**config.mk**
```make
export PLATFORM = sky130hd
export DESIGN_NAME = write_commit_seq_flat
export DESIGN_NICKNAME = d
export VERILOG_FILES = /design/src/rtl/write_commit_seq_if.sv /design/src/rtl/write_commit_seq.sv /design/src/flat_wrapper.sv
export SDC_FILE = /design/constraint.sdc
export NUM_CORES = 1
export LEC_CHECK = 0
export CAP_MARGIN = 10
export CELL_PAD_IN_SITES_DETAIL_PLACEMENT = 0
export CELL_PAD_IN_SITES_GLOBAL_PLACEMENT = 1
export CORE_AREA = 10 10 193 195
export CTS_CLUSTER_SIZE = 30
export DETAILED_ROUTE_END_ITERATION = 6
export DIE_AREA = 0 0 203 205
export PLACE_DENSITY_LB_ADDON = 0.2
export SYNTH_ARGS = -nofsm -noshare
export SYNTH_HDL_FRONTEND = slang
export SYNTH_SLANG_ARGS = --single-unit
```
**constraint.sdc**
```tcl
create_clock -name clk -period 11.4 [get_ports clk]
set_input_delay 2.85 -clock clk [delete_from_list [all_inputs] [get_ports clk]]
set_output_delay 2.85 -clock clk [all_outputs]
set_load 0.005 [all_outputs]
```
**src/rtl/write_commit_seq_if.sv**
```systemverilog
// Memory -> writeback bundle handshake.
// One bundle carries up to LANES retiring instructions; lane 0 is the oldest.
//   in_valid / in_ready : bundle handshake, transfer when both are high
//   in_lane_valid       : per-lane valid, expected contiguous from lane 0
//   in_pc               : lane PCs, LANES x 32
//   in_wen / in_dst     : lane GPR write enable / destination, LANES x 5
//   in_value            : lane write data, LANES x DATA_W
//   in_exc / in_eret    : lane raised an exception / lane is ERET
//   in_mtc0             : lane is MTC0, never writes a GPR
// master = Memory stage side, slave = write_commit_seq.
interface write_commit_seq_if #(
    parameter int LANES  = 2,
    parameter int DATA_W = 32
);
    logic                    in_valid;
    logic                    in_ready;
    logic [LANES-1:0]        in_lane_valid;
    logic [LANES*32-1:0]     in_pc;
    logic [LANES-1:0]        in_wen;
    logic [LANES*5-1:0]      in_dst;
    logic [LANES*DATA_W-1:0] in_value;
    logic [LANES-1:0]        in_exc;
    logic [LANES-1:0]        in_eret;
    logic [LANES-1:0]        in_mtc0;

    modport master (
        output in_valid, in_lane_valid, in_pc, in_wen, in_dst,
               in_value, in_exc, in_eret, in_mtc0,
        input  in_ready
    );

    modport slave (
        input  in_valid, in_lane_valid, in_pc, in_wen, in_dst,
               in_value, in_exc, in_eret, in_mtc0,
        output in_ready
    );
endinterface

```
**src/rtl/write_commit_seq.sv**
```systemverilog
// N-lane writeback/commit stage.
// Commits a retiring bundle's GPR writes in program order, truncated at the first
// excepting/ERET lane, then serialises the committed lanes onto the debug trace
// port one per cycle while back-pressuring Memory. Also holds the CP0 Count/Compare
// timer and the registered Cause.IP[7:2] sample.
// Ports:
//   clk, reset          : clock, asynchronous active-high reset
//   bus (slave)         : bundle handshake from Memory
//   rf_we/rf_dst/rf_value : GPR write port, one lane slice per lane
//   flush_o             : one-cycle pulse, bundle was cut by an exception/ERET
//   w_pc/w_reg/w_value/w_enable : debug trace port
//   ext_int             : external interrupt lines
//   count_we/compare_we/cp0_wdata : CP0 Count/Compare writes
//   count_o, ip_o       : CP0 Count and Cause.IP
//
// state | meaning
// IDLE  | no committed lanes left to trace, ready for a bundle
// TRACE | presenting committed lane idx_q on the trace port
module write_commit_seq #(
    parameter int LANES     = 2,
    parameter int DATA_W    = 32,
    parameter int COUNT_DIV = 2
) (
    input  logic                    clk,
    input  logic                    reset,
    write_commit_seq_if.slave       bus,
    output logic [LANES-1:0]        rf_we,
    output logic [LANES*5-1:0]      rf_dst,
    output logic [LANES*DATA_W-1:0] rf_value,
    output logic                    flush_o,
    output logic [31:0]             w_pc,
    output logic [4:0]              w_reg,
    output logic [DATA_W-1:0]       w_value,
    output logic [3:0]              w_enable,
    input  logic [5:0]              ext_int,
    input  logic                    count_we,
    input  logic                    compare_we,
    input  logic [31:0]             cp0_wdata,
    output logic [31:0]             count_o,
    output logic [7:0]              ip_o
);
    localparam int IDX_W = (LANES > 1) ? $clog2(LANES) : 1;
    localparam int KW    = $clog2(LANES + 1);
    localparam int DIV_W = (COUNT_DIV > 1) ? $clog2(COUNT_DIV) : 1;

    typedef enum logic {IDLE, TRACE} state_t;

    state_t                  state_q, state_d;
    logic [IDX_W-1:0]        idx_q, idx_d;
    logic [IDX_W-1:0]        k_last_q;
    logic [LANES*32-1:0]     pc_q;
    logic [LANES*5-1:0]      dst_q;
    logic [LANES*DATA_W-1:0] val_q;
    logic [LANES-1:0]        we_q;
    logic [LANES-1:0]        rf_we_q;
    logic                    flush_q;

    logic                    prefix;
    logic                    cut_seen;
    logic                    flush_d;
    logic [LANES-1:0]        we_d;
    logic [KW-1:0]           k_d;
    logic [IDX_W-1:0]        k_last_d;
    logic                    last_trace;
    logic                    accept;

    // Capture decode. A lane commits while the valid run from lane 0 is unbroken
    // and no older lane has cut the bundle; committed lanes are therefore always
    // lanes 0..K-1, which lets the trace walk lanes by plain index.
    always_comb begin
        prefix   = 1'b1;
        cut_seen = 1'b0;
        flush_d  = 1'b0;
        we_d     = '0;
        k_d      = '0;
        for (int i = 0; i < LANES; i++) begin
            prefix = prefix & bus.in_lane_valid[i];
            if (!cut_seen && (bus.in_exc[i] || bus.in_eret[i])) begin
                cut_seen = 1'b1;
                flush_d  = prefix;
            end
            if (!cut_seen && prefix) begin
                we_d[i] = bus.in_wen[i] && !bus.in_mtc0[i] && (bus.in_dst[i*5 +: 5] != 5'd0);
                k_d     = k_d + 1'b1;
            end
        end
        k_last_d = IDX_W'(k_d - 1'b1);
    end

    assign last_trace   = (state_q == TRACE) && (idx_q == k_last_q);
    assign bus.in_ready = !reset && ((state_q == IDLE) || last_trace);
    assign accept       = bus.in_valid && bus.in_ready;

    always_ff @(posedge clk or posedge reset) begin
        if (reset) begin
            state_q <= IDLE;
            idx_q   <= '0;
        end else begin
            state_q <= state_d;
            idx_q   <= idx_d;
        end
    end

    always_comb begin
        state_d = state_q;
        idx_d   = idx_q;
        case (state_q)
            IDLE: begin
                if (accept && (k_d != '0)) begin
                    state_d = TRACE;
                    idx_d   = '0;
                end
            end
            TRACE: begin
                if (last_trace) begin
                    // A bundle taken on the last trace cycle restarts without a bubble.
                    if (accept && (k_d != '0)) begin
                        state_d = TRACE;
                        idx_d   = '0;
                    end else begin
                        state_d = IDLE;
                    end
                end else begin
                    idx_d = idx_q + 1'b1;
                end
            end
            default: state_d = IDLE;
        endcase
    end

    always_ff @(posedge clk or posedge reset) begin
        if (reset) begin
            pc_q     <= '0;
            dst_q    <= '0;
            val_q    <= '0;
            we_q     <= '0;
            k_last_q <= '0;
            rf_we_q  <= '0;
            flush_q  <= 1'b0;
        end else begin
            rf_we_q <= accept ? we_d : '0;
            flush_q <= accept && flush_d;
            if (accept) begin
                pc_q     <= bus.in_pc;
                dst_q    <= bus.in_dst;
                val_q    <= bus.in_value;
                we_q     <= we_d;
                k_last_q <= k_last_d;
            end
        end
    end

    assign rf_we    = rf_we_q;
    assign rf_dst   = dst_q;
    assign rf_value = val_q;
    assign flush_o  = flush_q;

    always_comb begin
        w_pc     = '0;
        w_reg    = '0;
        w_value  = '0;
        w_enable = '0;
        if (state_q == TRACE) begin
            for (int i = 0; i < LANES; i++) begin
                if (idx_q == IDX_W'(i)) begin
                    w_pc     = pc_q[i*32 +: 32];
                    w_reg    = dst_q[i*5 +: 5];
                    w_value  = val_q[i*DATA_W +: DATA_W];
                    w_enable = {4{we_q[i]}};
                end
            end
        end
    end

    logic [DIV_W-1:0] div_q;
    logic [31:0]      count_q;
    logic [31:0]      compare_q;
    logic [31:0]      count_inc;
    logic             ti_q;
    logic [7:0]       ip_q;
    logic             tick;

    assign tick      = (div_q == DIV_W'(COUNT_DIV - 1));
    assign count_inc = count_q + 32'd1;

    // A Count write overrides the same-cycle tick, so that tick can never raise TI;
    // a Compare write clears TI even if the tick would have set it.
    always_ff @(posedge clk or posedge reset) begin
        if (reset) begin
            div_q     <= '0;
            count_q   <= '0;
            compare_q <= '0;
            ti_q      <= 1'b0;
            ip_q      <= '0;
        end else begin
            if (count_we) begin
                count_q <= cp0_wdata;
                div_q   <= '0;
            end else if (tick) begin
                count_q <= count_inc;
                div_q   <= '0;
            end else begin
                div_q <= div_q + 1'b1;
            end
            if (compare_we) begin
                compare_q <= cp0_wdata;
                ti_q      <= 1'b0;
            end else if (!count_we && tick && (count_inc == compare_q)) begin
                ti_q <= 1'b1;
            end
            ip_q <= {ext_int[5] | ti_q, ext_int[4:0], 2'b00};
        end
    end

    assign count_o = count_q;
    assign ip_o    = ip_q;
endmodule
```
**src/flat_wrapper.sv**
```systemverilog
// flat-port wrapper written by rule: the top's interface ports become plain ports
module write_commit_seq_flat 
#(
    parameter int LANES     = 2,
    parameter int DATA_W    = 32,
    parameter int COUNT_DIV = 2
)
  (clk, reset, rf_we, rf_dst, rf_value, flush_o, w_pc, w_reg, w_value, w_enable, ext_int, count_we, compare_we, cp0_wdata, count_o, ip_o, bus_in_valid, bus_in_lane_valid, bus_in_pc, bus_in_wen, bus_in_dst, bus_in_value, bus_in_exc, bus_in_eret, bus_in_mtc0, bus_in_ready);
  write_commit_seq_if #(.LANES(LANES), .DATA_W(DATA_W)) bus_i ();
  input  logic clk;
  input  logic reset;
  output logic [LANES-1:0] rf_we;
  output logic [LANES*5-1:0] rf_dst;
  output logic [LANES*DATA_W-1:0] rf_value;
  output logic flush_o;
  output logic [31:0] w_pc;
  output logic [4:0] w_reg;
  output logic [DATA_W-1:0] w_value;
  output logic [3:0] w_enable;
  input  logic [5:0] ext_int;
  input  logic count_we;
  input  logic compare_we;
  input  logic [31:0] cp0_wdata;
  output logic [31:0] count_o;
  output logic [7:0] ip_o;
  input wire logic [$bits(bus_i.in_valid)-1:0] bus_in_valid;
  input wire logic [$bits(bus_i.in_lane_valid)-1:0] bus_in_lane_valid;
  input wire logic [$bits(bus_i.in_pc)-1:0] bus_in_pc;
  input wire logic [$bits(bus_i.in_wen)-1:0] bus_in_wen;
  input wire logic [$bits(bus_i.in_dst)-1:0] bus_in_dst;
  input wire logic [$bits(bus_i.in_value)-1:0] bus_in_value;
  input wire logic [$bits(bus_i.in_exc)-1:0] bus_in_exc;
  input wire logic [$bits(bus_i.in_eret)-1:0] bus_in_eret;
  input wire logic [$bits(bus_i.in_mtc0)-1:0] bus_in_mtc0;
  output wire logic [$bits(bus_i.in_ready)-1:0] bus_in_ready;
  assign bus_i.in_valid = bus_in_valid;
  assign bus_i.in_lane_valid = bus_in_lane_valid;
  assign bus_i.in_pc = bus_in_pc;
  assign bus_i.in_wen = bus_in_wen;
  assign bus_i.in_dst = bus_in_dst;
  assign bus_i.in_value = bus_in_value;
  assign bus_i.in_exc = bus_in_exc;
  assign bus_i.in_eret = bus_in_eret;
  assign bus_i.in_mtc0 = bus_in_mtc0;
  assign bus_in_ready = bus_i.in_ready;
  write_commit_seq #(.LANES(LANES), .DATA_W(DATA_W), .COUNT_DIV(COUNT_DIV)) u_core (.clk(clk), .reset(reset), .bus(bus_i), .rf_we(rf_we), .rf_dst(rf_dst), .rf_value(rf_value), .flush_o(flush_o), .w_pc(w_pc), .w_reg(w_reg), .w_value(w_value), .w_enable(w_enable), .ext_int(ext_int), .count_we(count_we), .compare_we(compare_we), .cp0_wdata(cp0_wdata), .count_o(count_o), .ip_o(ip_o));
endmodule
```
==> results.md <==
- Status: completed
- Initial drt markers: 446
- RSZ-0062 raised after global routing: no
- Number of routed nets with antenna violations: 0
- Final Hold Fails: 0
- Data required, critical path: 8.55 ns
- Reg2Reg Setup Slack: 7.10 ns
- Share of cells above drive strength 1: 0.06624
- Starting Density: 0.3260
- CTS Buf Count: 28
- Pin count of the biggest net entering global routing: 96
- Kind of critical path: in2out
- Critical-path maximum fanout: 3
- Reg2reg start: u_core.idx_q
- H-tree levels: 1
- Max-Cap Viols: 0
- Hold Path Sink: u_core.div_q
- FF+latch count, synth: 218
- GRT Util Overall: 0.1829
- Mapped Avg Cell Area: 9.080 um^2
- Post CTS Setup Buffer Count: 0
- Crit path DAT: 4.31 ns
- Fin nets: 1731
- GPL Wtd Cong: 0.7994
- Final TNS setup: 0 ns
- TritonCTS clock tree: yes
- Buffers added on ports: 379
- Synth top cells by count: nand2_1 (473), dfrtp_1 (218), mux2i_1 (76), nor2b_1 (70), clkbuf_1 (57)
- Hold WC Path Type: reg2reg
- Max Fclk: 139.7 MHz
- Initial antenna violation count: 5
- Critical path launch point type: primary input
- Count leader, synth: nand2_1
- Post-CTS resize count: 0
- Worst-Margin Slew: 0.9607 ns
- Detailed placement HPWL: 27830 um
- Count of pins over their slew limit: 0
- Met1 Wirelength: 15850 um
- Power Density: 160.9 nW/um^2
- Setup violators final: 0
- Later-pin clock latency in the skew report: 0.54 ns
- Slew HR: 0.3595
- Die W: 203 um
- Vias in the first global route: 9694
- Unique cell type count in the Yosys netlist: 49
- Clock sink count: 218
- Vias per std cell: 4.652
- Synthesized netlist cell count: 1195
- Crit share post-route: 0.6279
- Ys async rst share: 1.000
- Total number of vias: 9322
- First-pass GRT wire length: 60150 um
- Clock Path Buffers: 3
- Register area share after synthesis: 0.5028
- Final Util: 0.4778
- IO Count: 382
- CTS root buffer: clkbuf_16
- Hold_buf cts: 0
- Gr ovfl total: 0
- FF-to-FF End: u_core.state_q
- Leakage: 7.080 nW
- Clk slew on worst S/H paths: 0.06 ns
- WL/cell: 19.33 um
- Yosys top cell area share: 0.5028
- Synth warn: 0
- Met2 WL post-DR: 18370 um
- Die area: 41620 um^2
- Die H: 205 um
- HP Start: u_core.div_q
- Drt first pass iters: 4
- Worst reg2reg path depth: 7
- Clock Skew: 0.01111 ns
- Synthesized area: 10850 um^2
- Hold depth: 1
- Core area: 33280 um^2
- Tmin final: 7.158 ns
- Routed met3 length: 3562 um
- Post-synth EDFFs: 0
- Number of core rows: 67
- Yosys top cell by area: dfrtp_1
- Area Overhead vs Synth: 46.55%
- Routed WL: 38740 um
- Primary FF master, synth: dfrtp_1
- Main area contributors after synthesis: dfrtp_1 (50%), nand2_1 (16%), mux2i_1 (7.0%)
- Top routing layer in use: met5
- DRC Markers: 0
- Worst setup EP type: primary output
- Max VDD drop: 0.1150 mV
[final cells by class]
class,count,area (um^2)
diodes,1,2.502
clock buffers,39,833.3
clock inverters,8,92.59
fillers,3238,17380
inverters,5,26.28
multi-input cells,897,5070
flip-flops and latches,218,5460
well taps,448,560.5
repair buffers,388,3856
[sequential cells by signal, summed over array words and instances (netlist names)]
name / flops
u_core.compare_q: 32
u_core.k_last_q: 1
u_core.rf_value: 64
u_core.rf_dst: 10
u_core.we_q: 2
u_core.ip_o: 6
u_core.div_q: 1
u_core.state_q: 1
u_core.idx_q: 1
u_core.count_o: 32
u_core.ti_q: 1
u_core.rf_we: 2
u_core.pc_q: 64
u_core.flush_o: 1
[cell families (layout without fill, tap and decap cells)]
group,after synthesis,count (layout),synth area share
adders and majority gates,2,2,0.002306
DFF,218,218,0.5028
xor gates and xnor gates,75,75,0.06054
buffers and inverters,81,440,0.03125
muxes,110,110,0.1054
other,1,3,0.0003456
and+or+nand+nor,645,645,0.2626
AOI/OAI and AO/OA,63,63,0.03483
[stage by stage]
stage	total power [W]	hold slack (ns)	cell area [um^2]	setup slack [ns]	instances
2_1_floorplan	0.001345	0.4400	10850	2.586	1196
3_3_place_gp	0.001693	0.4096	14970	4.239	1956
3_5_place_dp	0.001692	0.4150	14970	4.248	1956
4_1_cts	0.002601	0.4240	15900	4.237	2003
5_1_grt	0.002708	0.4372	15900	4.150	2003
6_report	0.002558	0.4185	15900	4.242	2004
[metal layers]
metal  vias up  GRT usage
met5         -          0
met4        10    0.04423
met3        54    0.07613
li1       4549          -
met1      4437     0.2160
met2       272     0.3033
[power by group]
| group | leakage [nW] | total [W] | switching, W | internal [W] |
|---|---|---|---|---|
| registers | 2.67 | 0.00102 | 0.000130 | 0.000888 |
| logic | 3.95 | 0.000651 | 0.000286 | 0.000365 |
| clock network | 0.459 | 0.000889 | 0.000341 | 0.000548 |
| total | 7.08 | 0.00256 | 0.000758 | 0.00180 |
[worst max-delay path by stage]
| stage | from | to | slack, ns | cells after the start |
|---|---|---|---|---|
| after floorplan | reset | u_core.compare_q[0] | 2.59 | 1 |
| after global placement | reset | bus_in_ready | 4.24 | 3 |
| after detailed placement | reset | bus_in_ready | 4.25 | 3 |
| after CTS | reset | bus_in_ready | 4.24 | 3 |
| after global routing | reset | bus_in_ready | 4.15 | 3 |
| final | reset | bus_in_ready | 4.24 | 3 |
[cell usage in the layout (no fill, tap or decap), drive strengths merged, types with 3 or more instances in the layout]
cell type	count
clkbuf	39
clkdlybuf4s50	378
buf	10
xor2	32
nand4	18
nand2	473
o21ai	36
a2111oi	3
nand3	18
mux2	34
mux2i	76
nand4b	3
a21o	4
nand2b	4
nor2	23
nor4	7
nor2b	70
nor3	8
inv	5
o211ai	4
and4	3
and3	4
a21oi	8
xnor2	43
dfrtp	218
and2	4
clkinv	5
[worst max-delay path: stages]
cell,delay (ns)
clkdlybuf4s50_1,0.51
a21oi_1,0.35
clkdlybuf4s50_1,0.59
Note: power is estimated with default switching activity, not from simulation.
